`src/rtl/syndrome_gen.sv`:
```
// Bit-serial BCH syndrome generator: Horner-evaluates S1, S3, S5, S7 of a
// received frame over GF(2^6), GF(2^8) or GF(2^10), MSB coefficient first.
module syndrome_gen (
    input  logic        i_clk,
    input  logic        i_rst_n,
    input  logic [1:0]  i_code,
    input  logic        i_start,
    input  logic        i_bit,
    input  logic        i_bit_valid,
    output logic [9:0]  o_S1,
    output logic [9:0]  o_S3,
    output logic [9:0]  o_S5,
    output logic [9:0]  o_S7,
    output logic        o_valid,
    output logic        o_busy
);

    localparam int unsigned SW = 10;
    localparam int unsigned CW = 10;

    localparam logic [1:0] CODE_M6  = 2'b00;
    localparam logic [1:0] CODE_M8  = 2'b01;
    localparam logic [1:0] CODE_M10 = 2'b10;

    typedef enum logic [1:0] {
        IDLE  = 2'b00,
        ACCUM = 2'b01,
        DONE  = 2'b10
    } state_t;

    state_t          state_q;
    logic [1:0]      code_q;
    logic [CW-1:0]   cnt_q;
    logic [SW-1:0]   s1_q, s3_q, s5_q, s7_q;

    logic [SW-1:0]   s1_nxt, s3_nxt, s5_nxt, s7_nxt;
    logic [CW-1:0]   last_idx;
    logic [1:0]      code_in;

    // Multiply by alpha once: shift left and fold the overflow bit back
    // through the primitive polynomial of the selected field.
    function automatic logic [SW-1:0] mul_a(input logic [SW-1:0] x, input logic [1:0] code);
        logic [SW-1:0] y;
        case (code)
            CODE_M8:  y = {2'b00, x[6:0], 1'b0} ^ (x[7] ? 10'h01D : 10'h000);
            CODE_M10: y = {x[8:0], 1'b0}        ^ (x[9] ? 10'h009 : 10'h000);
            default:  y = {4'b0000, x[4:0], 1'b0} ^ (x[5] ? 10'h003 : 10'h000);
        endcase
        return y;
    endfunction

    // Multiply by alpha^k (k <= 7) as a chain of single-step networks.
    function automatic logic [SW-1:0] mul_apow(input logic [SW-1:0] x, input logic [1:0] code,
                                               input int unsigned k);
        logic [SW-1:0] y;
        y = x;
        for (int unsigned i = 0; i < 7; i++) begin
            if (i < k) y = mul_a(y, code);
        end
        return y;
    endfunction

    // Reserved code 11 behaves as the GF(2^6) code.
    assign code_in = (i_code == 2'b11) ? CODE_M6 : i_code;

    always_comb begin
        s1_nxt = mul_apow(s1_q, code_q, 1) ^ SW'(i_bit);
        s3_nxt = mul_apow(s3_q, code_q, 3) ^ SW'(i_bit);
        s5_nxt = '0;
        s7_nxt = '0;
        if (code_q == CODE_M10) begin
            s5_nxt = mul_apow(s5_q, code_q, 5) ^ SW'(i_bit);
            s7_nxt = mul_apow(s7_q, code_q, 7) ^ SW'(i_bit);
        end
    end

    always_comb begin
        case (code_q)
            CODE_M8:  last_idx = CW'(254);
            CODE_M10: last_idx = CW'(1022);
            default:  last_idx = CW'(62);
        endcase
    end

    // Frame control, counters and accumulators share one sequential block.
    always_ff @(posedge i_clk) begin
        if (!i_rst_n) begin
            state_q <= IDLE;
            code_q  <= CODE_M6;
            cnt_q   <= '0;
            s1_q    <= '0;
            s3_q    <= '0;
            s5_q    <= '0;
            s7_q    <= '0;
            o_valid <= 1'b0;
            o_busy  <= 1'b0;
        end else begin
            o_valid <= 1'b0;
            case (state_q)
                IDLE, DONE: begin
                    o_busy <= 1'b0;
                    state_q <= IDLE;
                    if (i_start) begin
                        state_q <= ACCUM;
                        o_busy  <= 1'b1;
                        code_q  <= code_in;
                        cnt_q   <= '0;
                        s1_q    <= '0;
                        s3_q    <= '0;
                        s5_q    <= '0;
                        s7_q    <= '0;
                    end
                end
                ACCUM: begin
                    if (i_start) begin
                        // Abort: restart with a freshly sampled code.
                        code_q <= code_in;
                        cnt_q  <= '0;
                        s1_q   <= '0;
                        s3_q   <= '0;
                        s5_q   <= '0;
                        s7_q   <= '0;
                    end else if (i_bit_valid) begin
                        s1_q  <= s1_nxt;
                        s3_q  <= s3_nxt;
                        s5_q  <= s5_nxt;
                        s7_q  <= s7_nxt;
                        cnt_q <= cnt_q + CW'(1);
                        if (cnt_q == last_idx) begin
                            state_q <= DONE;
                            o_valid <= 1'b1;
                            o_busy  <= 1'b0;
                        end
                    end
                end
                default: begin
                    state_q <= IDLE;
                    o_busy  <= 1'b0;
                end
            endcase
        end
    end

    assign o_S1 = s1_q;
    assign o_S3 = s3_q;
    assign o_S5 = s5_q;
    assign o_S7 = s7_q;

endmodule

```
`config.mk`:
```
export PLATFORM = sky130hd
export DESIGN_NAME = syndrome_gen
export DESIGN_NICKNAME = d
export VERILOG_FILES = /design/src/rtl/syndrome_gen.sv
export SDC_FILE = /design/constraint.sdc
export NUM_CORES = 1
export LEC_CHECK = 0
export CAP_MARGIN = 5
export CORE_UTILIZATION = 54
export CTS_BUF_LIST = sky130_fd_sc_hd__clkbuf_4
export DETAILED_ROUTE_END_ITERATION = 7
export HOLD_SLACK_MARGIN = 0.06
export PLACE_DENSITY = 0.81
export SETUP_SLACK_MARGIN = 0.1
export SLEW_MARGIN = 5
export SYNTH_ARGS = -nofsm -noshare
export SYNTH_HDL_FRONTEND = slang
export SYNTH_SLANG_ARGS = --single-unit
export TNS_END_PERCENT = 10
```
`constraint.sdc`:
```
create_clock -name i_clk -period 2.52 [get_ports i_clk]
set_input_delay 0.504 -clock i_clk [delete_from_list [all_inputs] [get_ports i_clk]]
set_output_delay 0.504 -clock i_clk [all_outputs]
set_load 0.03 [all_outputs]
```
== Word level (Yosys, flattened, before mapping) ==
Cells that the tools add are included.

* Register bits after elaboration: 56
* Input port bits: 7
* Word-level logic and storage cells: 131

* Add/sub/neg operators: 1
* Equal/unequal tests: 11
* Muxes and demuxes: 71
* Bitwise gates (word level): 31
* Reduce and logical (&&, ||, !) cells: 8

{| class="wikitable"
|+ Operators by type and width
! cell !! count
|-
| $mux W10 || 25
|-
| $pmux W10 S2 || 10
|-
| $xor A10 B4 Y10 || 16
|-
| $mux W4 || 16
|-
| $xor A10 B1 Y10 || 4
|-
| $xor A8 B5 Y8 || 4
|-
| $xor A6 B2 Y6 || 4
|-
| $mux W5 || 4
|-
| $mux W2 || 8
|-
| $add A10 B1 Y10 const B || 1
|-
| $eq A10 B10 Y1 || 1
|-
| $ne A2 B2 Y1 const B || 4
|-
| $eq A2 B2 Y1 const B || 3
|-
| $mux W1 || 6
|-
| $reduce_and A3 Y1 || 2
|-
| $eq A2 B1 Y1 const B || 2
|-
| $pmux W2 S2 || 1
|-
| $reduce_or A4 Y1 || 1
|-
| $ne A3 B3 Y1 const B || 1
|-
| $not A1 Y1 || 3
|-
| $reduce_or A3 Y1 || 1
|-
| $logic_not A2 Y1 || 1
|-
| $pmux W1 S2 || 1
|-
| $reduce_and A2 Y1 || 1
|-
| 2 further kinds || 2
|}

== Longest topological paths before layout ==
* Depth in word-level cells: 26
* Gate-level depth with buffers: 8
* Depth with buffers taken out: 7

== Least setup slack after synthesis ==
No wires, ideal clock.

* Path kind: register -> register
* Start: register code_q[1]
* End: register s3_q[4], in the netlist o_S3[4]
* Arrival time: 1.737 ns
* Required time: 2.429 ns
* Slack: 0.692 ns
* Cell stages (with the launch flop): 9
* Buffers on the path: 1
* Period minus slack after synthesis: 1.828 ns
* Cell sequence: dfxtp_1 > inv_1 > ha_1 > buf_6 > a21oi_2 > xnor2_1 > a21o_1 > or4_1 > a311oi_1

* Longest elaborated chain between the ends: 11
* Elaborated cells on any way between the ends: 18

{| class="wikitable"
|+ RTL lines
! what !! line !! source
|-
| start: declaration || 32 || <nowiki>logic [1:0] code_q;</nowiki>
|-
| start signal: assignment || 106 || <nowiki>code_q <= code_in;</nowiki>
|-
| start signal: assignment || 117 || <nowiki>code_q <= code_in;</nowiki>
|-
| $eq A2 B2 Y1 or $eq A2 B1 Y1 (tied branches) || 44 || <nowiki>case (code)</nowiki>
|-
| $pmux W10 S2 || 44 ||
|-
| $mux W4, or another cell as far along || 46 || <nowiki>CODE_M10: y = {x[8:0], 1'b0} ^ (x[9] ? 10'h009 : 10'h000);</nowiki>
|-
| $xor A10 B4 Y10, or another cell as far along || 46 ||
|-
| $pmux W10 S2 or $mux W5 (tied branches) || 44, 45 ||
|-
| $xor A6 B2 Y6, or another cell as far along || 47 || <nowiki>default: y = {4'b0000, x[4:0], 1'b0} ^ (x[5] ? 10'h003 : 10'h000);</nowiki>
|-
| $pmux W10 S2 (*) || 44 ||
|-
| $xor A10 B1 Y10 (*) || 68 || <nowiki>s3_nxt = mul_apow(s3_q, code_q, 3) ^ SW'(i_bit);</nowiki>
|-
| $mux W10 (*) || 123 || <nowiki>end else if (i_bit_valid) begin</nowiki>
|-
| $mux W10 (*) || 115 || <nowiki>if (i_start) begin</nowiki>
|-
| $pmux W10 S2 (*) || 99 || <nowiki>case (state_q)</nowiki>
|-
| end signal: assignment || 125 || <nowiki>s3_q <= s3_nxt;</nowiki>
|-
| end: declaration || 34 || <nowiki>logic [SW-1:0] s1_q, s3_q, s5_q, s7_q;</nowiki>
|}

Mark *: on every way between the ends. The rest lies on a longest branch, timed or not. The select of a mux whose other input is x is not followed.
A chain may end at the register's enable or synchronous reset.

== Final worst setup path ==
* Start: register s3_q[6], in the netlist o_S3[6]
* End: output o_S3[6]

{| class="wikitable"
|+ RTL lines
! what !! line !! source
|-
| end: declaration || 11 || <nowiki>output logic [9:0] o_S3,</nowiki>
|}

No word-level cell between the ends.

==> flow_summary.ini <==
[yosys]
yosys_register_bits = 56
synth_cells = 340
synth_edf_count = 0
synthDistinctLibCells = 49
synth_flop_cell = dfxtp_1
avgSynthCellArea_sq_um = 8.09
synthArstFlopShare_pct = 0
synthesis.nets = 351
synth_warnings = 0
yosysSeqAreaShare_pct = 40.7
netlist_area_sq_mm = 0.00275

[sta]
timing.final.ws_setup_ns = 0.275
hold_slack_ns = 0.483
hold_viol_final = 0
fin_crit_ns = 2.25
slew_headroom_pct = 52.8
worst_pin_slew_ns = 0.708
finalClockSkew_ns = 0.00440
rsz0062_at_grt = no
drv_slew = 0
fin_tns_setup_ns = 0
fmax_ghz = 0.445
report.final.setup_viol = 0
finalCritPeriodShare_pct = 89.1

[route]
dr.pass1.iters = 5
num_vias = 2608
wl_per_cell_um = 14.6
drt-total-wl_mm = 6.56
detail-route-antenna-nets = 0
drt_iter0_drc = 208
via_per_inst = 5.80
drcViolationCount = 0

[global_routing]
grt_max_degree = 35
overflow = 0
use_met2_pct = 41.4
grtUsageMet1_pct = 35.4
antenna_found_initial = 0
grt_pass1_wl_mm = 11.0
grt_util_met3_pct = 6.31
grtUsageTotal_pct = 26.2
busiest_layer = met2
grt_pass1_vias = 2336

[worst_hold_path]
hp-class = register to register
min_from = o_busy

[critical_path]
reg2reg_from = code_q[0]
ff2ff_setup_slack_ns = 0.36
crit_path_start_kind = register
end_kind = primary output
critPathLaunch = o_S3[6]
path_class = register to primary output
worstPathRequired_ns = 2.02
worstPathMaxFanout = 11
path_buf_inv = 1
slowest_stage = clkdlybuf4s50_1
cp_cell_sequence = clkdlybuf4s50_1
cp.arrival_ns = 1.74
cpPeakStageDelay_ns = 0.76
worst_path_dominant_cell_family = buffers and inverters

[clock_network]
cts-root-buf = clkbuf_4
clk_pin_slew_ns = 0.15
cts_setup_buffers = 0
hold_buffers = 0
cts_buffer_depth = 2
cts_resized = 0
clk_latency_ns = 0.37
cts_sinks = 56
cts_tree = yes
htree_levels = 2
cts_made_buffers = 5

[die]
start_util_pct = 57.1
die_area_sq_mm = 0.00538
core_area_sq_mm = 0.00482
rows = 25
die_w_um = 73.4
pin_count = 49
die_height_um = 73.4

[run_status]
status = complete, no violations

[power_and_ir_drop]
p_per_area_mw_per_mm2 = 434
peakVddDrop_mv = 0.320
total_power_uw = 1460
p_leak_uw = 0.00113

[placement]
dp_slack_ns = 0.276
dp_hpwl_mm = 4.58
gp_congestion = 0.841
port_buffers = 48

[cells_and_area]
syn2layout_area_growth_pct = 22.5
antennaDiodeCount = 0
drive_above_1_share_pct = 6.27
final_nets = 393

[run]
cap_viol_max_count = 0
metrics by stage:
stage                     instance area (sq um)  util [%]  std cells
after floorplan                            2750         -        340
after global placement                     3310      68.8        442
after detailed placement                   3310      68.8        442
after CTS                                  3370      70.0        450
after global routing                       3370      70.0        450
final                                      3370      70.0        450
metal layers:
| layer | vias up | wire length [um] |
|---|---|---|
| met1 | 1244 | 3000 |
| met3 | 9 | 408 |
| met5 | - | 0 |
| met4 | 0 | 77 |
| met2 | 88 | 3080 |
| li1 | 1267 | - |
cell usage after synthesis, drive strengths merged, types with 7 or more instances:
cell     n  area share, %
a21oi   31            5.8
a22oi   19            5.2
clkbuf  20            2.7
dfxtp   56             41
inv      7           0.96
nand2   39            5.3
nand2b   7            1.6
nand3   12            2.2
nor2    48            6.5
o21ai    8            1.5
xnor2   13            4.1
xor2    14            4.5
cells by family after synthesis:
logic type / Yosys count / synth area share (%)
XOR/XNOR: 27 / 8.59
flip-flops: 56 / 40.7
AO/OA/AOI/OAI: 87 / 20.7
buffers and inverters: 31 / 4.59
AND/OR/NAND/NOR: 131 / 22.0
multiplexers: 4 / 1.50
adder cells (fa/ha/maj): 4 / 1.82
cell type report:
class | instances | area [sq um]
clock buffers | 7 | 52.6
clock inverters | 1 | 3.75
fillers | 421 | 1450
inverters | 7 | 26.3
multi-input cells | 253 | 1510
flip-flops and latches | 56 | 1120
well taps | 67 | 83.8
repair buffers | 59 | 576
registers in the layout, indices dropped and copies added (netlist names):
name and cells:
o_S1 10, o_S5 10, state_q 2, o_S3 10
o_valid 1, o_S7 10, code_q 2, o_busy 1
cnt_q 10
worst register-to-register path, cell delays in order, from the launching register on:
cell and delay [ns]:
dfxtp_1 0.38, inv_1 0.05, ha_1 0.57, buf_4 0.30, or2_2 0.31, a22oi_1 0.22
o21ai_0 0.09, and2_1 0.15
power by group:
group | internal [uW] | switching [uW] | total, uW | leakage (uW)
Sequential | 895 | 10.3 | 905 | 0.000452
Combinational | 61.4 | 103 | 164 | 0.000641
Clock | 130 | 262 | 392 | 0.0000338
cells in the final DEF (no fill, tap or decap), types with 2 or more instances in the layout:
| cell | count |
|---|---|
| a211oi_1 | 6 |
| a21o_1 | 3 |
| a21oi_1 | 29 |
| a21oi_2 | 2 |
| a22oi_1 | 19 |
| a311oi_1 | 3 |
| and2_1 | 5 |
| and3_1 | 2 |
| buf_4 | 10 |
| clkbuf_4 | 7 |
| clkdlybuf4s50_1 | 48 |
| dfxtp_1 | 56 |
| ha_1 | 4 |
| inv_1 | 7 |
| mux2i_1 | 3 |
| nand2_1 | 39 |
| nand2b_1 | 7 |
| nand3_1 | 12 |
| nand3b_1 | 2 |
| nor2_1 | 48 |
| nor3_1 | 3 |
| nor3b_1 | 4 |
| o211ai_1 | 3 |
| o21ai_0 | 8 |
| o22ai_1 | 2 |
| o31ai_1 | 2 |
| xnor2_1 | 13 |
| xor2_1 | 14 |
worst paths after layout:
path                            depth (start not counted)      end
worst max-delay path                                    1  o_S3[6]
worst min-delay path                                    2   o_busy
worst max register to register                          7  o_S1[2]
worst min register to register                          2   o_busy
Power figures use the tool's default switching activity.
